### config.mk
export PLATFORM = sky130hd
export DESIGN_NAME = nmi_arbiter
export DESIGN_NICKNAME = d
export VERILOG_FILES = /design/src/rtl/nmi_arb_pkg.sv /design/src/rtl/nmi_rr_pick.sv /design/src/rtl/nmi_arbiter.sv
export SDC_FILE = /design/constraint.sdc
export NUM_CORES = 1
export LEC_CHECK = 0
export ABC_CLOCK_PERIOD_IN_PS = 1550
export BUFFER_PORTS_ARGS = -buffer_cell sky130_fd_sc_hd__buf_2
export CAP_MARGIN = 20
export CELL_PAD_IN_SITES_DETAIL_PLACEMENT = 2
export CELL_PAD_IN_SITES_GLOBAL_PLACEMENT = 2
export CORE_AREA = 2 2 203 205
export DETAILED_ROUTE_END_ITERATION = 8
export DIE_AREA = 0 0 205 207
export GPL_ROUTABILITY_DRIVEN = 0
export PLACE_DENSITY_LB_ADDON = 0.1
export REMOVE_ABC_BUFFERS = 1
export SLEW_MARGIN = 20
export SYNTH_ARGS = -nofsm -noshare
export SYNTH_HDL_FRONTEND = slang
export SYNTH_SLANG_ARGS = --single-unit
### constraint.sdc
create_clock -name clk_i -period 1.55 [get_ports clk_i]
set_clock_uncertainty 0.2 [all_clocks]
set_input_delay 0.155 -clock clk_i [delete_from_list [all_inputs] [get_ports clk_i]]
set_output_delay 0.155 -clock clk_i [all_outputs]
set_load 0.01 [all_outputs]
### src/rtl/nmi_arb_pkg.sv
// Shared types and constants for the nmi round-robin arbiter.
package nmi_arb_pkg;

  // Read data returned upstream when the watchdog abandons a transaction.
  localparam logic [31:0] NMI_ARB_ERR_RDATA = 32'hDEAD_BEEF;

  typedef enum logic [0:0] {
    StIdle = 1'b0,
    StBusy = 1'b1
  } nmi_arb_state_e;

endpackage

### src/rtl/nmi_rr_pick.sv
// Combinational round-robin pick: first asserted valid after 'last', with wrap-around.
module nmi_rr_pick #(
  parameter int unsigned NUM_REQ = 4,
  parameter int unsigned IdxW    = $clog2(NUM_REQ)
) (
  input  logic [NUM_REQ-1:0] valid,
  input  logic [IdxW-1:0]    last,
  output logic               any,
  output logic [IdxW-1:0]    idx
);

  int unsigned     cand;
  logic [IdxW-1:0] cand_idx;

  always_comb begin
    any      = 1'b0;
    idx      = '0;
    cand     = 0;
    cand_idx = '0;
    // Offset NUM_REQ lands back on 'last', so it is considered with lowest priority.
    for (int unsigned k = 1; k <= NUM_REQ; k++) begin
      cand     = (32'(last) + k) % NUM_REQ;
      cand_idx = IdxW'(cand);
      if (!any && valid[cand_idx]) begin
        any = 1'b1;
        idx = cand_idx;
      end
    end
  end

endmodule

### src/rtl/nmi_arbiter.sv
// Round-robin arbiter sharing one nmi bus among NUM_REQ requesters; req_*/nmi_* flatten the
// nmi_if slave/master bundles. Optional watchdog is enabled by defining NMI_ARB_TIMEOUT_EN.
module nmi_arbiter
  import nmi_arb_pkg::*;
#(
  parameter int unsigned NUM_REQ        = 4,
  parameter int unsigned TIMEOUT_CYCLES = 1024,
  parameter int unsigned IdxW           = $clog2(NUM_REQ)
) (
  input  logic                     clk_i,
  input  logic                     rst_n_i,
  // Upstream requesters
  input  logic [NUM_REQ-1:0]       req_valid,
  input  logic [NUM_REQ-1:0][31:0] req_addr,
  input  logic [NUM_REQ-1:0][31:0] req_wdata,
  input  logic [NUM_REQ-1:0][3:0]  req_wstrb,
  output logic [NUM_REQ-1:0]       req_ready,
  output logic [NUM_REQ-1:0][31:0] req_rdata,
  // Downstream bus
  output logic                     nmi_valid,
  output logic [31:0]              nmi_addr,
  output logic [31:0]              nmi_wdata,
  output logic [3:0]               nmi_wstrb,
  input  logic                     nmi_ready,
  input  logic [31:0]              nmi_rdata,
  // Status
  output logic [NUM_REQ-1:0]       grant_o,
  output logic                     timeout_o
);

  if (NUM_REQ < 2 || NUM_REQ > 8) begin : gen_bad_num_req
    $error("nmi_arbiter: NUM_REQ must be in 2..8");
  end
  if (TIMEOUT_CYCLES < 2 || TIMEOUT_CYCLES > 65535) begin : gen_bad_timeout
    $error("nmi_arbiter: TIMEOUT_CYCLES must be in 2..65535");
  end

  nmi_arb_state_e     state_q;
  logic [IdxW-1:0]    grant_q;
  logic [IdxW-1:0]    last_q;
  logic               pick_any;
  logic [IdxW-1:0]    pick_idx;
  logic [NUM_REQ-1:0] pick_onehot;
  logic               busy;
  logic               abort;
  logic               done;

  nmi_rr_pick #(
    .NUM_REQ (NUM_REQ),
    .IdxW    (IdxW)
  ) u_pick (
    .valid (req_valid),
    .last  (last_q),
    .any   (pick_any),
    .idx   (pick_idx)
  );

  always_comb begin
    pick_onehot           = '0;
    pick_onehot[pick_idx] = 1'b1;
  end

  assign busy = (state_q == StBusy);

`ifdef NMI_ARB_TIMEOUT_EN
  localparam int unsigned CntW = $clog2(TIMEOUT_CYCLES);

  logic [CntW-1:0] cnt_q;

  // Held at zero while idle so every grant starts counting from 0.
  always_ff @(posedge clk_i) begin
    if (!rst_n_i) begin
      cnt_q <= '0;
    end else if (!busy) begin
      cnt_q <= '0;
    end else if (!nmi_ready) begin
      cnt_q <= cnt_q + CntW'(1);
    end
  end

  assign abort = busy && !nmi_ready && (cnt_q == CntW'(TIMEOUT_CYCLES - 1));
`else
  assign abort = 1'b0;
`endif

  assign done      = busy && (nmi_ready || abort);
  assign timeout_o = abort;

  assign nmi_valid = busy;
  assign nmi_addr  = req_addr[grant_q];
  assign nmi_wdata = req_wdata[grant_q];
  assign nmi_wstrb = req_wstrb[grant_q];

  always_comb begin
    req_ready = '0;
    req_rdata = '0;
    if (done) begin
      req_ready[grant_q] = 1'b1;
      req_rdata[grant_q] = abort ? NMI_ARB_ERR_RDATA : nmi_rdata;
    end
  end

  always_ff @(posedge clk_i) begin
    if (!rst_n_i) begin
      state_q <= StIdle;
      grant_q <= '0;
      last_q  <= IdxW'(NUM_REQ - 1);
      grant_o <= '0;
    end else begin
      case (state_q)
        StIdle: begin
          if (pick_any) begin
            state_q <= StBusy;
            grant_q <= pick_idx;
            grant_o <= pick_onehot;
          end
        end
        StBusy: begin
          if (done) begin
            state_q <= StIdle;
            last_q  <= grant_q;
            grant_o <= '0;
          end
        end
        default: begin
          state_q <= StIdle;
          grant_o <= '0;
        end
      endcase
    end
  end

endmodule

Word level (Yosys, flattened, before mapping)
Cells that the tools add are included.
{"block": "classes", "n_addsub": 4, "n_mux": 36, "eq_ne": 2, "n_reduce_logical": 12, "bitwise": 2, "n_lt_le_gt_ge": 8}
{"op": "$and A128 B128 Y128", "n": 1}
{"op": "$bmux W32 S2", "n": 2}
{"op": "$mux W128", "n": 1}
{"op": "$mux W32", "n": 3}
{"op": "$demux W32 S2", "n": 1}
{"op": "$lt A2 B3 Y1 const B", "n": 6}
{"op": "$mux W4", "n": 4}
{"op": "$mux W1", "n": 12}
{"op": "$bmux W1 S2", "n": 4}
{"op": "$bmux W4 S2", "n": 1}
{"op": "$mux W2", "n": 4}
{"op": "$pmux W4 S2", "n": 1}
{"op": "$logic_and A1 B1 Y1", "n": 6}
{"op": "$reduce_and A2 Y1", "n": 3}
{"op": "$add A2 B1 Y2 const B", "n": 2}
{"op": "$add A2 B2 Y2 const B", "n": 2}
{"op": "$demux W1 S2", "n": 2}
{"op": "$ge A2 B1 Y1 const B", "n": 2}
{"op": "$logic_not A1 Y1", "n": 3}
{"op": "$ne A2 B1 Y1 const B", "n": 1}
{"op": "$ne A2 B2 Y1 const B", "n": 1}
{"op": "$pmux W1 S2", "n": 1}
{"op": "$not A1 Y1", "n": 1}
{"block": "word_totals", "elab_cells": 68, "reg_bits": 9, "in_bits": 311}

Longest topological paths before layout
Gate-level depths: netlist of run 1.
{"block": "logic_depth", "ltp_word": 19, "ltp_mapped": 5, "depth_no_buf": 4}

Hierarchy
A second synthesis of run 1 with hierarchy kept.
{"block": "unflattened", "cells_unflattened": 282, "hier_area_um2": 2957.8}
{"mod": "nmi_arbiter", "cells_per_inst": 268, "n_inst": 1, "area_each_um2": 2866.5, "seq_area_each_um2": 180.2}
{"mod": "nmi_rr_pick", "cells_per_inst": 14, "n_inst": 1, "area_each_um2": 91.3, "seq_area_each_um2": 0.0}

Worst setup path before layout of run 1
OpenSTA, ideal clock, no wires.
{"block": "synth_timing", "path_kind": "flip-flop to output port", "start": "register grant_q[0]", "end": "output nmi_wdata[25]", "stages_incl_launch_ff": 5, "arrival_time_ns": 1.395, "setup_slack_ns": -0.200, "path_buffers": 3, "cell_sequence": "dfxtp_1 buf_2 buf_6 buf_4 mux4_2"}
{"block": "synth_via", "elab_chain_len": 2}
{"element": "from (decl)", "line": "nmi_arbiter.sv:39", "text": "logic [IdxW-1:0] grant_q;"}
{"element": "from (signal assigned)", "line": "nmi_arbiter.sv:114", "text": "grant_q <= pick_idx;"}
{"element": "$bmux W32 S2", "line": "nmi_arbiter.sv:91", "text": "assign nmi_wdata = req_wdata[grant_q];"}
{"element": "$mux W32 (not written as such)", "line": "nmi_arbiter.sv:91"}
{"element": "to (decl)", "line": "nmi_arbiter.sv:22", "text": "output logic [31:0] nmi_wdata,"}
No other way between the ends. The select of a mux whose other input is x is not followed.

Worst setup path in the final report of run 1
{"block": "layout_timing", "start": "register grant_q[0]", "end": "output nmi_addr[21]"}
{"block": "layout_via", "elab_chain_len": 2}
{"element": "$bmux W32 S2", "line": "nmi_arbiter.sv:90", "text": "assign nmi_addr = req_addr[grant_q];"}
{"element": "$mux W32 (not written as such)", "line": "nmi_arbiter.sv:90"}
{"element": "to (decl)", "line": "nmi_arbiter.sv:21", "text": "output logic [31:0] nmi_addr,"}
No other way between the ends. The select of a mux whose other input is x is not followed.

==> flow_summary_export.csv, run 1 <==
group,metric,value,unit
finish,area_delta_synth_final,136,%
cts,clkSlewWorstSetupHoldPaths,0.04,ns
worst_hold_path,min_path_type,"input port to register",
route,drt-total-wl,30100,µm
run,drv_cap,0,
floorplanning,chipWidth,205,µm
critical_path,required,1.19,ns
logic_synthesis,yosys_register_bits,9,
run_status,violations,"setup timing",
logic_synthesis,synth_cell_types,32,
route,vias,4770,
global_routing,grt_pass1_vias,5179,
route,post_drt_via_cell_ratio,3.53,
critical_path,start_kind,"register",
logic_synthesis,async_reset_ff_share,0,%
floorplanning,dieArea,0.0424,mm²
floorplanning,start_util,7.31,%
floorplanning,io_pins,517,
power,power.leakage,3.56,nW
route,remaining_drc_errors,0,
global_routing,grt-ovfl-total,0,
logic_synthesis,synth_area_leaders,"mux4_2 (52%), and2_1 (27%), dfxtp_1 (6.1%)",
finish,drive_gt1_share,79.1,%
power,p_clk_share,16.2,%
logic_synthesis,syn_avg_cell_area,10.6,µm²
critical_path,end_kind,"primary output",
logic_synthesis,synthFlopType,"dfxtp_1",
logic_synthesis,synth_edf_count,0,
sta,layout_min_cycle_time,1.96,ns
route,dr.pass1.iters,4,
sta,slew_viol_final,0,
route,first_iter_violations,159,
logic_synthesis,synthesis.instances,279,
sta,max_freq,511,MHz
logic_synthesis,yosysSeqAreaShare,6.10,%
cts,cts_sinks,9,
power,power_switching,1.07,mW
cts,cts_tree,"built",
power,intPower,1.81,mW
run_status,status,"finished, violations left",
cts,cts_buffers,3,
placed_design,dp_cells,1329,
route,ant_nets,0,
finish,layout.nets,1121,
cts,cts_hold_buf,0,
critical_path,path_class,"register to primary output",
sta,tns,-67.88,ns
logic_synthesis,netlist_area,0.00295,mm²
cts,worstSkewPairLatency,0.24,ns
global_routing,antenna_found_initial,24,
logic_synthesis,yosys_warnings,0,
floorplanning,rows,74,
power,p_seq_share,9.6,%
power,vdd_drop_max,238,µV
cts,clk_path_buf_depth,2,
global_routing,grt_usage,13.0,%
power,p_comb_share,74.2,%
floorplanning,core,0.0404,mm²
power,power.density,413,mW/mm²
global_routing,grt_pass1_wl,39700,µm
route,wl_per_cell,22.3,µm
sta,rsz0062_at_grt,"true",
placed_design,dp_hpwl,26200,µm
placed_design,place_ws,-0.199,ns
power,swShare,37.1,%
logic_synthesis,synth_largest_area_cell,"mux4_2",
logic_synthesis,yosys.area.top_type_share,51.9,%
sta,post-route-period-util,126,%
cts,htreeDepth,1,
logic_synthesis,yosys-top-cells-count,"and2_1 (128), mux4_2 (68), clkbuf_1 (16), buf_2 (11), dfxtp_1 (9)",
sta,finalSetupViolations,205,
global_routing,grt_max_degree,34,
finish,instances_no_fill,1351,
critical_path,cp_max_fo,20,
sta,hold_violations,0,
logic_synthesis,yosysMostFrequentCell,"and2_1",
placed_design,port_buffers,515,
floorplanning,die_h,207,µm
sta,setup_ws,-0.405,ns
critical_path,worstPathArrival,1.60,ns
cts,clockRootBuffer,"clkbuf_16",
layout by cell type (no fill, tap or decap), drive strengths merged, types with 2 or more instances in the layout:
cell,netlist,final
a21oi,2,2
a32o,2,2
and2,128,128
buf,14,554
clkbuf,16,6
dfxtp,9,9
diode,0,10
inv,2,2
mux4,68,68
nand2,5,5
nand2b,2,2
nand3,5,5
nor2,5,5
nor3,2,2
o21ai,3,3
routing by layer:
layer	up-vias	part of all wire [%]	global-route usage (%)
met5	-	0.14	0
met4	6	1.6	2.36
met3	48	10	4.50
met2	326	54	25.7
met1	2264	34	13.0
li1	2126	-	-
metrics by stage:
step	cell area (µm²)	utilization [%]	hold WS, ns	power, mW
after floorplan	2810	-	0.0268	1.16
after global placement	6480	16.0	0.277	2.28
after detailed placement	6480	16.0	0.290	2.27
after CTS	6730	16.7	0.0491	2.86
after global routing	6950	17.2	0.0545	3.10
final	6970	17.3	0.0434	2.88
path summary, 6_finish.rpt:
| check | endpoint | from | depth (start not counted) | slack, ns |
|---|---|---|---|---|
| max | nmi_addr[21] | grant_q[0] | 3 | -0.41 |
| min | last_q[0] | rst_n_i | 2 | 0.04 |
| max reg2reg | grant_o[1] | last_q[0] | 5 | -0.04 |
| min reg2reg | grant_o[1] | grant_o[1] | 2 | 0.29 |
repair_timing:
item	in CTS	in global routing
setup buffers	3	1
cloned	1	3
pin swaps	0	1
endpoints found under the setup margin	205	206
resized for setup	23	29
flip-flops by register name, summed over array words and instances (netlist names):
name and flops:
grant_o 4, grant_q 2, last_q 2, nmi_valid 1
layout make-up:
cell class | count | area [µm²]
diodes | 10 | 25.0
clock buffers | 4 | 78.8
well taps | 532 | 666
fillers | 4833 | 33400
flip-flops and latches | 9 | 189
repair buffers | 556 | 3330
multi-input cells | 238 | 2670
inverters | 2 | 7.51
logic make-up after synthesis:
logic type | synth area share [%]
buffers and inverters | 5.04
AND/OR/NAND/NOR | 32.2
multiplexers | 52.2
other | 0.127
AO/OA/AOI/OAI | 4.28
flip-flops | 6.10
critical path: stages, from the launching register on:
cell and delay [ns]:
dfxtp_4 0.43, buf_12 0.22, mux4_2 0.55, buf_6 0.14
power by group through the flow:
stage / Clock [mW] / Combinational [mW] / Sequential [mW]
global placement: 0 / 2.00 / 0.280
global route: 0.506 / 2.31 / 0.281
floorplan: 0 / 0.777 / 0.388
finish: 0.465 / 2.13 / 0.276
detailed placement: 0 / 1.99 / 0.281
CTS: 0.486 / 2.09 / 0.278
(Power assumes the default switching activity.)
==> run 2: changes to the inputs <==
--- a/config.mk
+++ b/config.mk
@@ -6,12 +6,12 @@
 export NUM_CORES = 1
 export LEC_CHECK = 0
-export ABC_CLOCK_PERIOD_IN_PS = 1550
+export ABC_CLOCK_PERIOD_IN_PS = 1800
 export BUFFER_PORTS_ARGS = -buffer_cell sky130_fd_sc_hd__buf_2
 export CAP_MARGIN = 20
 export CELL_PAD_IN_SITES_DETAIL_PLACEMENT = 2
 export CELL_PAD_IN_SITES_GLOBAL_PLACEMENT = 2
-export CORE_AREA = 2 2 203 205
+export CORE_AREA = 2 2 202 204
 export DETAILED_ROUTE_END_ITERATION = 8
-export DIE_AREA = 0 0 205 207
+export DIE_AREA = 0 0 204 206
 export GPL_ROUTABILITY_DRIVEN = 0
 export PLACE_DENSITY_LB_ADDON = 0.1
==> constraint.sdc (replaced) <==
create_clock -name clk_i -period 1.8 [get_ports clk_i]
set_clock_uncertainty 0.2 [all_clocks]
set_input_delay 0.09 -clock clk_i [delete_from_list [all_inputs] [get_ports clk_i]]
set_output_delay 0.09 -clock clk_i [all_outputs]
set_load 0.01 [all_outputs]
==> run 2 against run 1 <==
Power fell by 14%. Via count barely moved. Flip-flop and latch count did not move. Hold slack improved by 0.047 ns. The run still ends with setup timing left. First-iteration DRC count fell by 30%.
==> flow_summary_export.csv, run 2 (synthesis gave the netlist of run 1 again) <==
group,metric,value,unit
critical_path,cp_slowest_stage_delay,0.55,ns
global_routing,antenna_found_initial,12,
power,power.density,339,mW/mm²
finish,drive_gt1_share,84.4,%
sta,slew_viol_final,0,
critical_path,rrSetupSlack,0.21,ns
global_routing,grt_usage,12.6,%
finish,largest_reg_flops,4,
floorplanning,io_pins,517,
worst_hold_path,min_path_cells,3,
floorplanning,dieArea,0.0420,mm²
finish,final_cell_mix,"buf_2 (450), and2_1 (81), buf_6 (72)",
finish,layout.nets,1119,
critical_path,timing.rr.start,"last_q[0]",
sta,tns,-8.87,ns
worst_hold_path,hold_start,"nmi_ready",
critical_path,rr_endpoint,"grant_o[2]",
sta,layout_min_cycle_time,1.92,ns
critical_path,crit_chain,"buf_12, buf_12, mux4_2, buf_2",
run_status,violations,"setup timing",
floorplanning,chipWidth,204,µm
run_status,status,"finished, violations left",
finish,top_regs,"grant_o: 4 flops, grant_q: 2 flops, last_q: 2 flops",
critical_path,end_kind,"primary output",
floorplanning,core,0.0402,mm²
sta,finalSetupViolations,131,
sta,setup_ws,-0.117,ns
placed_design,dp_hpwl,24500,µm
cts,cts_buffers,3,
finish,instances_no_fill,1347,
cts,clk_path_buf_depth,2,
critical_path,required,1.51,ns
sta,max_freq,522,MHz
critical_path,cp_max_fo,16,
finish,area_delta_synth_final,148,%
global_routing,grt_pass1_vias,5296,
power,power.leakage,3.64,nW
sta,rsz0062_at_grt,"true",
sta,post-route-period-util,106,%
cts,htreeDepth,1,
critical_path,crit_buf_inv,3,
placed_design,port_buffers,515,
placed_design,dp_cells,1317,
cts,worstSkewPairLatency,0.23,ns
route,drt-total-wl,29500,µm
global_routing,grt_max_degree,67,
route,dr.pass1.iters,4,
critical_path,timing.critical_path.mode_cell,"buf_12",
floorplanning,start_util,7.35,%
cts,cts_tree,"built",
route,wl_per_cell,21.9,µm
critical_path,path_class,"register to primary output",
route,post_drt_via_cell_ratio,3.54,
floorplanning,rows,74,
sta,hold_violations,0,
route,ant_nets,0,
cts,cts_sinks,9,
cts,clkSlewWorstSetupHoldPaths,0.04,ns
worst_hold_path,hold_path_end,"last_q[0]",
worst_hold_path,min_path_type,"input port to register",
critical_path,cp_top_family,"multiplexers",
critical_path,start_kind,"register",
finish,layout_commonest_cell,"buf_2",
run,drv_cap,0,
critical_path,slowest_stage,"mux4_2",
finish,top_register,"grant_o",
power,vdd_drop_max,157,µV
route,vias,4766,
global_routing,grt-ovfl-total,0,
cts,clockRootBuffer,"clkbuf_16",
global_routing,grt_pass1_wl,38300,µm
route,remaining_drc_errors,0,
critical_path,r2r_cells,5,
route,first_iter_violations,111,
floorplanning,die_h,206,µm
critical_path,worstPathArrival,1.63,ns
## run 2: cell types whose count changed in the layout (fill, tap and decap cells not counted), moves of 4 or more
cell	previous run	this run
buf_4	27	12
and2_4	0	47
buf_16	1	5
buf_6	37	72
and2_1	128	81
buf_2	476	450
## run 2: area by class of cell
type | count | area (µm²)
antenna | 8 | 20.0
clock buffer | 4 | 78.8
fill | 4769 | 32900
inverter | 2 | 7.51
multi-input combinational | 238 | 2760
sequential | 9 | 188
tap | 532 | 666
timing repair buffer | 554 | 3600
## run 2: metal layers
metal,vias up,GRT usage [%],routed length (µm)
li1,2126,-,-
met1,2287,12.0,9300
met2,321,25.2,16300
met3,28,5.22,3450
met4,4,2.64,407
met5,-,0,35
## run 2: metrics by stage
stage | cell area, µm² | hold slack (ns) | total power [mW] | util [%] | setup slack, ns
5_1_grt | 7310 | 0.128 | 2.69 | 18.2 | -0.188
4_1_cts | 6880 | 0.0954 | 2.48 | 17.1 | -0.144
2_1_floorplan | 2810 | -0.0382 | 1.00 | - | -3.02
3_5_place_dp | 6360 | 0.213 | 1.91 | 15.8 | -0.0117
3_3_place_gp | 6360 | 0.215 | 1.92 | 15.8 | 0.0362
6_report | 7320 | 0.0903 | 2.48 | 18.2 | -0.117
## run 2: worst max path at each step
stage	cells after the start	to	from	slack [ns]
2_1_floorplan	3	req_rdata[32]	grant_q[0]	-3.02
3_3_place_gp	3	nmi_addr[5]	grant_q[0]	0.04
3_5_place_dp	3	nmi_wdata[3]	grant_q[0]	-0.01
4_1_cts	7	req_rdata[30]	grant_q[0]	-0.14
5_1_grt	7	req_rdata[15]	grant_q[0]	-0.19
6_report	4	nmi_addr[25]	grant_q[0]	-0.12
## run 2: where the power goes
part / leakage (nW) / switching (mW) / internal (mW) / total (mW)
Clock: 0.0382 / 0.0985 / 0.296 / 0.395
Sequential: 0.0755 / 0.0181 / 0.216 / 0.234
Combinational: 3.53 / 0.807 / 1.05 / 1.86
Total: 3.64 / 0.924 / 1.56 / 2.48
## run 2: worst min-delay path: cells and delay by family
kind,cells,cell delay (ns)
AND/OR/NAND/NOR,2,0.25
buffers and inverters,1,0.13
## run 2: repair_timing
item,4_1_cts,5_1_grt
pin swaps,18,29
gates resized for setup,60,76
endpoints found under the hold margin,2,0
hold buffers,1,0
buffers inserted,9,3
cloned,3,4
setup endpoints to repair,166,187
==> run 3: changes to the inputs <==
ABC_CLOCK_PERIOD_IN_PS = 2500   (was 1800)
CORE_AREA = 2 2 200 202   (was 2 2 202 204)
DIE_AREA = 0 0 202 204   (was 0 0 204 206)
REMOVE_ABC_BUFFERS = not set   (was 1)
clock period = 2.5 ns   (was 1.8 ns; I/O delays follow)
==> run 3 against run 2 <==
The flow now finishes without violations. Die area down 1.9%. Clock power shrank 27%. Via count fell by 4.8%. Hold slack got worse by 0.084 ns. Sequential power shrank 24%. Cell area is 14% lower. Flip-flop and latch count unchanged. Non-clock buffer count is 30 lower. Largest cell class unchanged. Critical path depth shrank 1.
==> flow_summary_export.csv, run 3 (synthesis gave the netlist of run 1 again) <==
group,metric,value,unit
floorplanning,chipWidth,202,µm
critical_path,cp_max_fo,37,
critical_path,start_kind,"register",
cts,ctsResizeCount,0,
sta,tightestPinTransition,0.582,ns
placed_design,placed_area,0.00621,mm²
sta,post-route-period-util,80.4,%
cts,clockRootBuffer,"clkbuf_16",
cts,cts_tree,"built",
route,dr.pass1.iters,4,
cts,postCtsSetupRepairBufs,0,
route,wl_per_cell,19.5,µm
power,power.leakage,3.28,nW
sta,layout_min_cycle_time,2.01,ns
finish,final_area,0.00629,mm²
floorplanning,die_h,204,µm
global_routing,grt_max_degree,38,
floorplanning,io_pins,517,
finish,layout_commonest_cell,"buf_2",
critical_path,required,2.17,ns
finish,largest_reg_flops,4,
cts,clkSlewWorstSetupHoldPaths,0.04,ns
floorplanning,rows,73,
placed_design,dp_hpwl,22600,µm
run_status,status,"finished clean",
placed_design,port_buffers,515,
critical_path,path_class,"register to primary output",
sta,tns,0,ns
cts,cts_sinks,9,
global_routing,grt_pass1_vias,5198,
sta,rsz0062_at_grt,"false",
floorplanning,dieArea,0.0412,mm²
critical_path,worstPathArrival,1.68,ns
sta,hold_violations,0,
finish,area_delta_synth_final,113,%
cts,htreeDepth,1,
route,vias,4538,
critical_path,setup.worst_path.end,"nmi_addr[12]",
global_routing,grt-ovfl-total,0,
finish,final_cell_mix,"buf_2 (515), and2_1 (128), mux4_2 (68)",
sta,finalSetupViolations,0,
cts,clk_path_buf_depth,2,
finish,drive_gt1_share,77.9,%
critical_path,timing.rr.start,"last_q[0]",
cts,cts_hold_buf,0,
power,power.density,249,mW/mm²
worst_hold_path,min_path_type,"input port to register",
finish,top_regs,"grant_o: 4 flops, grant_q: 2 flops, last_q: 2 flops",
sta,setup_ws,0.490,ns
global_routing,antenna_found_initial,1,
route,post_drt_via_cell_ratio,3.48,
run,drv_cap,0,
critical_path,rr_endpoint,"grant_o[3]",
cts,worstSkewPairLatency,0.23,ns
placed_design,place_ws,0.695,ns
route,ant_nets,0,
sta,relSlewSlack,61.0,%
sta,slew_viol_final,0,
route,remaining_drc_errors,0,
route,drt-total-wl,25400,µm
critical_path,startpoint,"grant_q[0]",
route,first_iter_violations,99,
global_routing,grt_pass1_wl,35600,µm
cts,cts_buffers,3,
power,power.total,1.57,mW
floorplanning,core,0.0392,mm²
finish,layout.nets,1089,
finish,top_register,"grant_o",
power,vdd_drop_max,203,µV
sta,hold_ws,0.00587,ns
critical_path,end_kind,"primary output",
critical_path,r2r_cells,4,
floorplanning,start_util,7.54,%
logic_synthesis,syn_nets,590,
sta,max_freq,498,MHz
global_routing,grt_usage,11.5,%
critical_path,rrSetupSlack,0.78,ns
[run 3: cell types whose count changed in the layout (fill, tap and decap cells not counted), sizes merged]
cell,delta
clkbuf,-4
diode,-7
buf,-25
dlygate4sd3,-1
[run 3: layout make-up]
cell class,instances,area (µm²)
fillers,4647,32900
repair buffers,524,2720
multi-input cells,238,2640
well taps,525,657
flip-flops and latches,9,188
clock buffers,4,78.8
inverters,2,7.51
diodes,1,2.50
[run 3: per-layer routing]
layer / global-route usage, % / up-vias / part of all wire (%)
met5: 0 / - / 0
met4: 0.998 / 0 / 0.72
met3: 4.54 / 6 / 11
met2: 21.8 / 306 / 52
met1: 12.4 / 2178 / 36
li1: - / 2048 / -
[run 3: worst max-delay path, stage by stage (launching register included)]
cell and delay, ns:
dfxtp_4 0.38, buf_12 0.29, mux4_2 0.57, buf_2 0.16
[run 3: report_power, final]
| part | total (mW) | internal (mW) | switching (mW) | leakage, nW |
|---|---|---|---|---|
| Combinational | 1.10 | 0.600 | 0.503 | 3.16 |
| Sequential | 0.177 | 0.155 | 0.0216 | 0.0755 |
| Clock | 0.288 | 0.214 | 0.0746 | 0.0382 |
[run 3: through the flow]
| step | std cells | utilization [%] |
|---|---|---|
| 2_1_floorplan | 279 | - |
| 3_3_place_gp | 1298 | 15.9 |
| 3_5_place_dp | 1298 | 15.9 |
| 4_1_cts | 1302 | 16.1 |
| 5_1_grt | 1303 | 16.1 |
| 6_report | 1303 | 16.1 |
[run 3: worst min path at each step]
stage	end	slack, ns	from	depth (start not counted)
after floorplan	grant_o[1]	0.07	rst_n_i	2
after global placement	last_q[0]	0.25	rst_n_i	2
after detailed placement	last_q[0]	0.24	rst_n_i	2
after CTS	last_q[0]	0.005	rst_n_i	2
after global routing	last_q[0]	0.04	rst_n_i	2
final	last_q[0]	0.006	rst_n_i	2
